[config.mk]
export PLATFORM = sky130hd
export DESIGN_NAME = apb_master_ctrl
export DESIGN_NICKNAME = d
export VERILOG_FILES = /design/src/rtl/apb_master_pkg.sv /design/src/rtl/apb_timeout_counter.sv /design/src/rtl/apb_master_ctrl.sv
export SDC_FILE = /design/constraint.sdc
export NUM_CORES = 1
export LEC_CHECK = 0
export CORE_MARGIN = 2
export CORE_UTILIZATION = 30
export DETAILED_ROUTE_END_ITERATION = 6
export PLACE_DENSITY = 0.67
export SLEW_MARGIN = 20
export SYNTH_ARGS = -nofsm -noshare
export SYNTH_HDL_FRONTEND = slang
export SYNTH_SLANG_ARGS = --single-unit
export TNS_END_PERCENT = 1
[constraint.sdc]
create_clock -name clk -period 1.3 [get_ports clk]
set_input_delay 0.13 -clock clk [delete_from_list [all_inputs] [get_ports clk]]
set_output_delay 0.13 -clock clk [all_outputs]
set_load 0.1 [all_outputs]
[src/rtl/apb_master_pkg.sv]
// Shared types for the APB requester: FSM state encoding, command/response
// records at the default bus widths, and those default widths.
package apb_master_pkg;

    localparam int unsigned APB_ADDR_W         = 16;
    localparam int unsigned APB_DATA_W         = 32;
    localparam int unsigned APB_STRB_W         = APB_DATA_W / 8;
    localparam int unsigned APB_TIMEOUT_CYCLES = 256;

    typedef enum logic [1:0] {
        IDLE,
        SETUP,
        ACCESS,
        RESP
    } apb_state_e;

    typedef struct packed {
        logic                  write;
        logic [APB_ADDR_W-1:0] addr;
        logic [APB_DATA_W-1:0] wdata;
        logic [APB_STRB_W-1:0] strb;
        logic                  prot;
    } apb_cmd_t;

    typedef struct packed {
        logic [APB_DATA_W-1:0] rdata;
        logic                  err;
        logic                  timeout;
    } apb_rsp_t;

endpackage

[src/rtl/apb_timeout_counter.sv]
// ACCESS-phase watchdog for apb_master_ctrl; present only when APB_TIMEOUT_EN
// is defined. expired_o flags the enabled cycle that reaches LIMIT.
`ifdef APB_TIMEOUT_EN
module apb_timeout_counter #(
    parameter int unsigned LIMIT = 256
) (
    input  logic clk_i,
    input  logic rst_i,
    input  logic clear_i,
    input  logic enable_i,
    output logic expired_o
);

    localparam int unsigned CNT_W = (LIMIT > 1) ? $clog2(LIMIT) : 1;

    logic [CNT_W-1:0] count_q, count_d;

    // Expiry is combinational so the FSM leaves ACCESS on the limit edge itself.
    assign expired_o = enable_i && (count_q == CNT_W'(LIMIT - 1));

    always_comb begin
        count_d = count_q;
        if (clear_i) begin
            count_d = '0;
        end else if (enable_i && !expired_o) begin
            count_d = count_q + CNT_W'(1);
        end
    end

    always_ff @(posedge clk_i) begin
        if (rst_i) begin
            count_q <= '0;
        end else begin
            count_q <= count_d;
        end
    end

endmodule
`endif

[src/rtl/apb_master_ctrl.sv]
// Single-outstanding APB requester: valid/ready command in, SETUP/ACCESS on APB,
// valid/ready response out. Define APB_TIMEOUT_EN to enable the ACCESS watchdog.
module apb_master_ctrl
    import apb_master_pkg::*;
#(
    parameter int unsigned ADDR_W         = APB_ADDR_W,
    parameter int unsigned DATA_W         = APB_DATA_W,
    parameter int unsigned TIMEOUT_CYCLES = APB_TIMEOUT_CYCLES
) (
    input  logic                clk,
    input  logic                rst,
    input  logic                cmd_valid,
    output logic                cmd_ready,
    input  logic                cmd_write,
    input  logic [ADDR_W-1:0]   cmd_addr,
    input  logic [DATA_W-1:0]   cmd_wdata,
    input  logic [DATA_W/8-1:0] cmd_strb,
    input  logic                cmd_prot,
    output logic                rsp_valid,
    input  logic                rsp_ready,
    output logic [DATA_W-1:0]   rsp_rdata,
    output logic                rsp_err,
    output logic                rsp_timeout,
    output logic                psel,
    output logic                penable,
    output logic                pwrite,
    output logic                pprot,
    output logic [ADDR_W-1:0]   paddr,
    output logic [DATA_W-1:0]   pwdata,
    output logic [DATA_W/8-1:0] pstrb,
    input  logic                pready,
    input  logic [DATA_W-1:0]   prdata,
    input  logic                pslverr
);

    localparam int unsigned STRB_W = DATA_W / 8;

    if (TIMEOUT_CYCLES < 1 || (DATA_W % 8) != 0) begin : g_param_check
        $error("apb_master_ctrl: TIMEOUT_CYCLES must be >= 1 and DATA_W a multiple of 8");
    end

    apb_state_e state_q, state_d;

    logic                pwrite_q, pprot_q;
    logic [ADDR_W-1:0]   paddr_q;
    logic [DATA_W-1:0]   pwdata_q;
    logic [STRB_W-1:0]   pstrb_q;
    logic [DATA_W-1:0]   rdata_q;
    logic                err_q, timeout_q;
    logic                accept;
    logic                timeout_hit;

    assign accept = cmd_valid && cmd_ready;

`ifdef APB_TIMEOUT_EN
    apb_timeout_counter #(
        .LIMIT(TIMEOUT_CYCLES)
    ) u_timeout (
        .clk_i    (clk),
        .rst_i    (rst),
        .clear_i  (state_q == SETUP),
        .enable_i ((state_q == ACCESS) && !pready),
        .expired_o(timeout_hit)
    );
`else
    assign timeout_hit = 1'b0;
`endif

    always_ff @(posedge clk) begin
        if (rst) begin
            state_q <= IDLE;
        end else begin
            state_q <= state_d;
        end
    end

    always_comb begin
        state_d = state_q;
        unique case (state_q)
            IDLE:    if (accept) state_d = SETUP;
            SETUP:   state_d = ACCESS;
            ACCESS:  if (pready || timeout_hit) state_d = RESP;
            RESP:    if (rsp_ready) state_d = IDLE;
            default: state_d = IDLE;
        endcase
    end

    // cmd_ready is also masked by rst so nothing is offered while reset is held.
    always_comb begin
        cmd_ready = 1'b0;
        psel      = 1'b0;
        penable   = 1'b0;
        rsp_valid = 1'b0;
        unique case (state_q)
            IDLE:    cmd_ready = !rst;
            SETUP:   psel      = 1'b1;
            ACCESS: begin
                psel    = 1'b1;
                penable = 1'b1;
            end
            RESP:    rsp_valid = 1'b1;
            default: ;
        endcase
    end

    always_ff @(posedge clk) begin
        if (rst) begin
            pwrite_q  <= 1'b0;
            pprot_q   <= 1'b0;
            paddr_q   <= '0;
            pwdata_q  <= '0;
            pstrb_q   <= '0;
            rdata_q   <= '0;
            err_q     <= 1'b0;
            timeout_q <= 1'b0;
        end else begin
            if (accept) begin
                pwrite_q <= cmd_write;
                pprot_q  <= cmd_prot;
                paddr_q  <= cmd_addr;
                pwdata_q <= cmd_wdata;
                pstrb_q  <= cmd_write ? cmd_strb : '0;
            end
            if (state_q == ACCESS) begin
                if (pready) begin
                    rdata_q   <= pwrite_q ? '0 : prdata;
                    err_q     <= pslverr;
                    timeout_q <= 1'b0;
                end else if (timeout_hit) begin
                    rdata_q   <= '0;
                    err_q     <= 1'b1;
                    timeout_q <= 1'b1;
                end
            end
        end
    end

    assign pwrite      = pwrite_q;
    assign pprot       = pprot_q;
    assign paddr       = paddr_q;
    assign pwdata      = pwdata_q;
    assign pstrb       = pstrb_q;
    assign rsp_rdata   = rdata_q;
    assign rsp_err     = err_q;
    assign rsp_timeout = timeout_q;

endmodule

Word-level counts from Yosys, hierarchy flattened. Cells that the tools add are included.

Memories: 0. Memory bits (writable): 0. Flip-flop bits (word level): 89. ROM bits: 0. Bits in latches: 0. Logic and storage cells: 30. Output and inout port bits: 92.

Eq/ne operators: 6. Bitwise gates (word level): 0. Shifts and indexed selects: 0. Multipliers: 0. Muxes and demuxes: 10. Reductions and logical operators: 6. Add/sub/neg operators: 0. $lt $le $gt $ge: 0. Divide/modulo/power cells: 0.

Operators by type and width (count): $mux 32 (1); $pmux 2 s4 (1); $mux 2 (3); $ne 2x2->1 const B (3); $eq 2x2->1 const B (2); $mux 1 (4); $mux 4 (1); $reduce_and 3->1 (1); $eq 2x1->1 const B (1); $logic_not 2->1 (1); $reduce_and 2->1 (1); $reduce_or 2->1 (1); $logic_and 1x1->1 (1); $logic_not 1->1 (1).

Logic depth before layout (Yosys ltp).
Depth in word-level cells: 5. Depth in mapped cells: 7. Gate-level depth less buffers: 5.

Least setup slack after synthesis. OpenSTA, ideal clock, no wires.

Path type: register to output. Start point: register state_q[0]. End point: output port cmd_ready. Cell stages (with the launch flop): 4. Data required time: 1170 ps. Arrival time: 1954 ps. Path slack: -784 ps. Cells stage by stage: dfxtp_1 > inv_1 > ha_1 > nor2b_1.

Cells in the longest elaborated chain, start to end: 2.

Ends and longest elaborated chain: from (decl) (line apb_master_ctrl.sv:42) `apb_state_e state_q, state_d;`; from (signal assigned) (line apb_master_ctrl.sv:73) `state_q <= state_d;`; $logic_not 2->1 (line apb_master_ctrl.sv:94) `unique case (state_q)`; $mux 1 (line apb_master_ctrl.sv:94); to (decl) (line apb_master_ctrl.sv:13) `output logic cmd_ready,`.

Every way passes these cells.

Worst setup path after layout. Ends and elaborated chain as after synthesis.

==> impl_metrics.json <==
{
  "p_seq_frac": 0.301,
  "fin_crit_sh": 1.12,
  "cp_data_required_time_ns": 1.17,
  "fin_cells": 722,
  "report.final.slew_viol_count": 0,
  "critPathKind": "reg2out",
  "hp-class": "in2reg",
  "cts_inserted_buffers": 9,
  "cts_sinks": 89,
  "finalClockSkew_ns": 0.00636,
  "synthCells": 406,
  "clkPwrFrac": 0.132,
  "switchingPower_mw": 5.79,
  "worstPathMaxFanout": 3,
  "grt_max_degree": 53,
  "start_kind": "flop",
  "drt_iter0_drc": 210,
  "dieWidth_um": 110,
  "antenna_found_initial": 0,
  "io_buffers": 182,
  "p_sw_frac": 0.474,
  "diodes": 0,
  "p_per_area_nw_per_um2": 1870,
  "rsz0062_at_grt": "true",
  "cts_max_level": 3,
  "yosysUniqueCellTypes": 20,
  "cts_root_buf": "clkbuf_8",
  "dr.pass1.iters": 6,
  "vias": 3438,
  "ioPinCount": 184,
  "placement.cell_area_um2": 6320,
  "grt_pass1_wl_um": 16600,
  "nets": 676,
  "arrival_ns": 1.33,
  "cellLeakagePower_nw": 2.63,
  "fp.dieH_um": 110,
  "die_area_um2": 12100,
  "post-cts-setup-buffers": 0,
  "period_minus_slack_ns": 1.46,
  "area_growth_pct": 93.8,
  "coreArea_um2": 10900,
  "syn_nets": 502,
  "postRouteAntennaNets": 0,
  "synth_area_um2": 3360,
  "cp-end-kind": "primary output",
  "postSynthAreaPerCell_um2": 8.29,
  "overflow": 0,
  "fin_area_um2": 6520,
  "fin_ws_ns": -0.158,
  "synth-seq-area-share": 0.530,
  "combPwrFrac": 0.567,
  "run_status": "finished, violations left",
  "max-vdd-ir-drop_v": 0.00107,
  "finalHoldViolCount": 0,
  "cts_tree": "built",
  "initial_core_util": 0.309,
  "vias_per_cell": 4.76,
  "setup_viol": 9,
  "place_ws_ns": -0.130,
  "p_int_mw": 6.42,
  "max-cap-violations": 0,
  "grt_pass1_vias": 3466,
  "clkTransAtPathRegs_ns": 0.08,
  "clock_latency_ns": 0.35,
  "yosysWarnings": 0,
  "ys_ff_latch": 89,
  "timing.fmax_mhz": 686,
  "dp_cells": 709,
  "place_hpwl_um": 7580,
  "routed_wirelength_um": 10500,
  "cts.path.max_buffers": 2,
  "drive_above_1_share": 0.229,
  "utilization": 0.599,
  "rows": 38,
  "grt_usage": 0.177,
  "route.detailed.drc": 0,
  "violations": "negative setup slack",
  "gp_congestion": 0.744,
  "wl_per_cell_um": 14.5,
  "timing.hold.ws_ns": 0.304
}
==> cells in the final DEF, fill, tap and decap left out, types with 2 or more instances in the layout <==
master / n
clkbuf_8: 10
buf_4: 8
dfxtp_1: 86
nand3_1: 54
ha_4: 2
a21oi_1: 36
nand4b_1: 32
a21oi_2: 2
dfxtp_2: 2
nor2b_1: 3
clkdlybuf4s50_1: 91
buf_12: 98
nand2_1: 139
clkbuf_1: 2
==> cell usage after synthesis <==
cell type | count | area share
clkbuf_1 | 15 | 0.017
nor2b_1 | 4 | 0.0074
nand3_1 | 54 | 0.080
buf_2 | 16 | 0.024
buf_4 | 2 | 0.0045
buf_6 | 2 | 0.0067
clkinv_1 | 1 | 0.0011
ha_1 | 4 | 0.015
conb_1 | 1 | 0.0011
dfxtp_1 | 89 | 0.53
nand3b_2 | 1 | 0.0033
mux2i_1 | 1 | 0.0030
o211a_1 | 1 | 0.0030
nor3_1 | 1 | 0.0015
nand2_1 | 140 | 0.16
or4_1 | 1 | 0.0022
nand4b_1 | 32 | 0.083
a21oi_1 | 38 | 0.057
inv_1 | 2 | 0.0022
and3b_1 | 1 | 0.0026
==> metrics by stage <==
| stage | setup TNS [ns] | total power, mW |
|---|---|---|
| after global routing | -3.70 | 12.7 |
| after floorplan | -6.74 | 7.77 |
| after global placement | -5.69 | 10.5 |
| final | -0.652 | 12.2 |
| after detailed placement | -5.77 | 10.6 |
| after CTS | -0.831 | 12.3 |
==> registers in the layout (all words and copies together), names as in the netlist <==
register,flops
pstrb,4
pprot,1
paddr,16
pwrite,1
pwdata,32
rsp_rdata,32
state_q,2
rsp_err,1
==> layout make-up <==
| class | instances | area [um^2] |
|---|---|---|
| tap | 140 | 175 |
| clock inverter | 1 | 5.00 |
| sequential | 89 | 1790 |
| inverter | 3 | 13.8 |
| multi-input combinational | 279 | 1450 |
| timing repair buffer | 198 | 2940 |
| fill | 913 | 4370 |
| clock buffer | 12 | 145 |
==> path summary, 6_finish.rpt <==
kind,from,endpoint,slack (ns),cells past startpoint
min reg2reg,rsp_rdata[20],rsp_rdata[20],0.49,2
max reg2reg,state_q[0],state_q[0],-0.15,5
min,cmd_addr[11],paddr[11],0.30,3
max,state_q[0],cmd_ready,-0.16,5
==> worst max-delay path, cell delays in order (launching register included) <==
cell and delay, ns:
dfxtp_2 0.34, inv_4 0.08, ha_4 0.14, buf_6 0.09, nor2b_4 0.15, buf_12 0.18
==> cell families (layout without fill, tap and decap cells) <==
kind of cell	after synthesis	after routing	share of synthesized area
other	1	1	0.00111
adders and majority gates	4	4	0.0149
buffers and inverters	38	214	0.0550
muxes	1	1	0.00298
AOI/OAI and AO/OA	39	39	0.0595
and+or+nand+nor	234	234	0.337
DFF	89	89	0.530
==> layer usage <==
metal | track usage | share of wire
met1 | 0.206 | 0.40
met2 | 0.284 | 0.47
met3 | 0.0765 | 0.12
met4 | 0.0732 | 0.016
met5 | 0 | 0
==> timing repair <==
item,in CTS,in global routing
hold buffers,0,0
pin swaps,1,0
setup endpoints to repair,79,80
endpoints found under the hold margin,0,0
resized for setup,8,5
==> power by group through the flow <==
stage | Clock (mW) | Combinational, mW | Sequential (mW)
CTS | 1.68 | 6.94 | 3.68
floorplan | 0 | 1.23 | 6.54
global placement | 0 | 6.82 | 3.70
global route | 1.79 | 7.17 | 3.73
detailed placement | 0 | 6.87 | 3.73
finish | 1.61 | 6.93 | 3.67
Power figures use the tool's default switching activity.
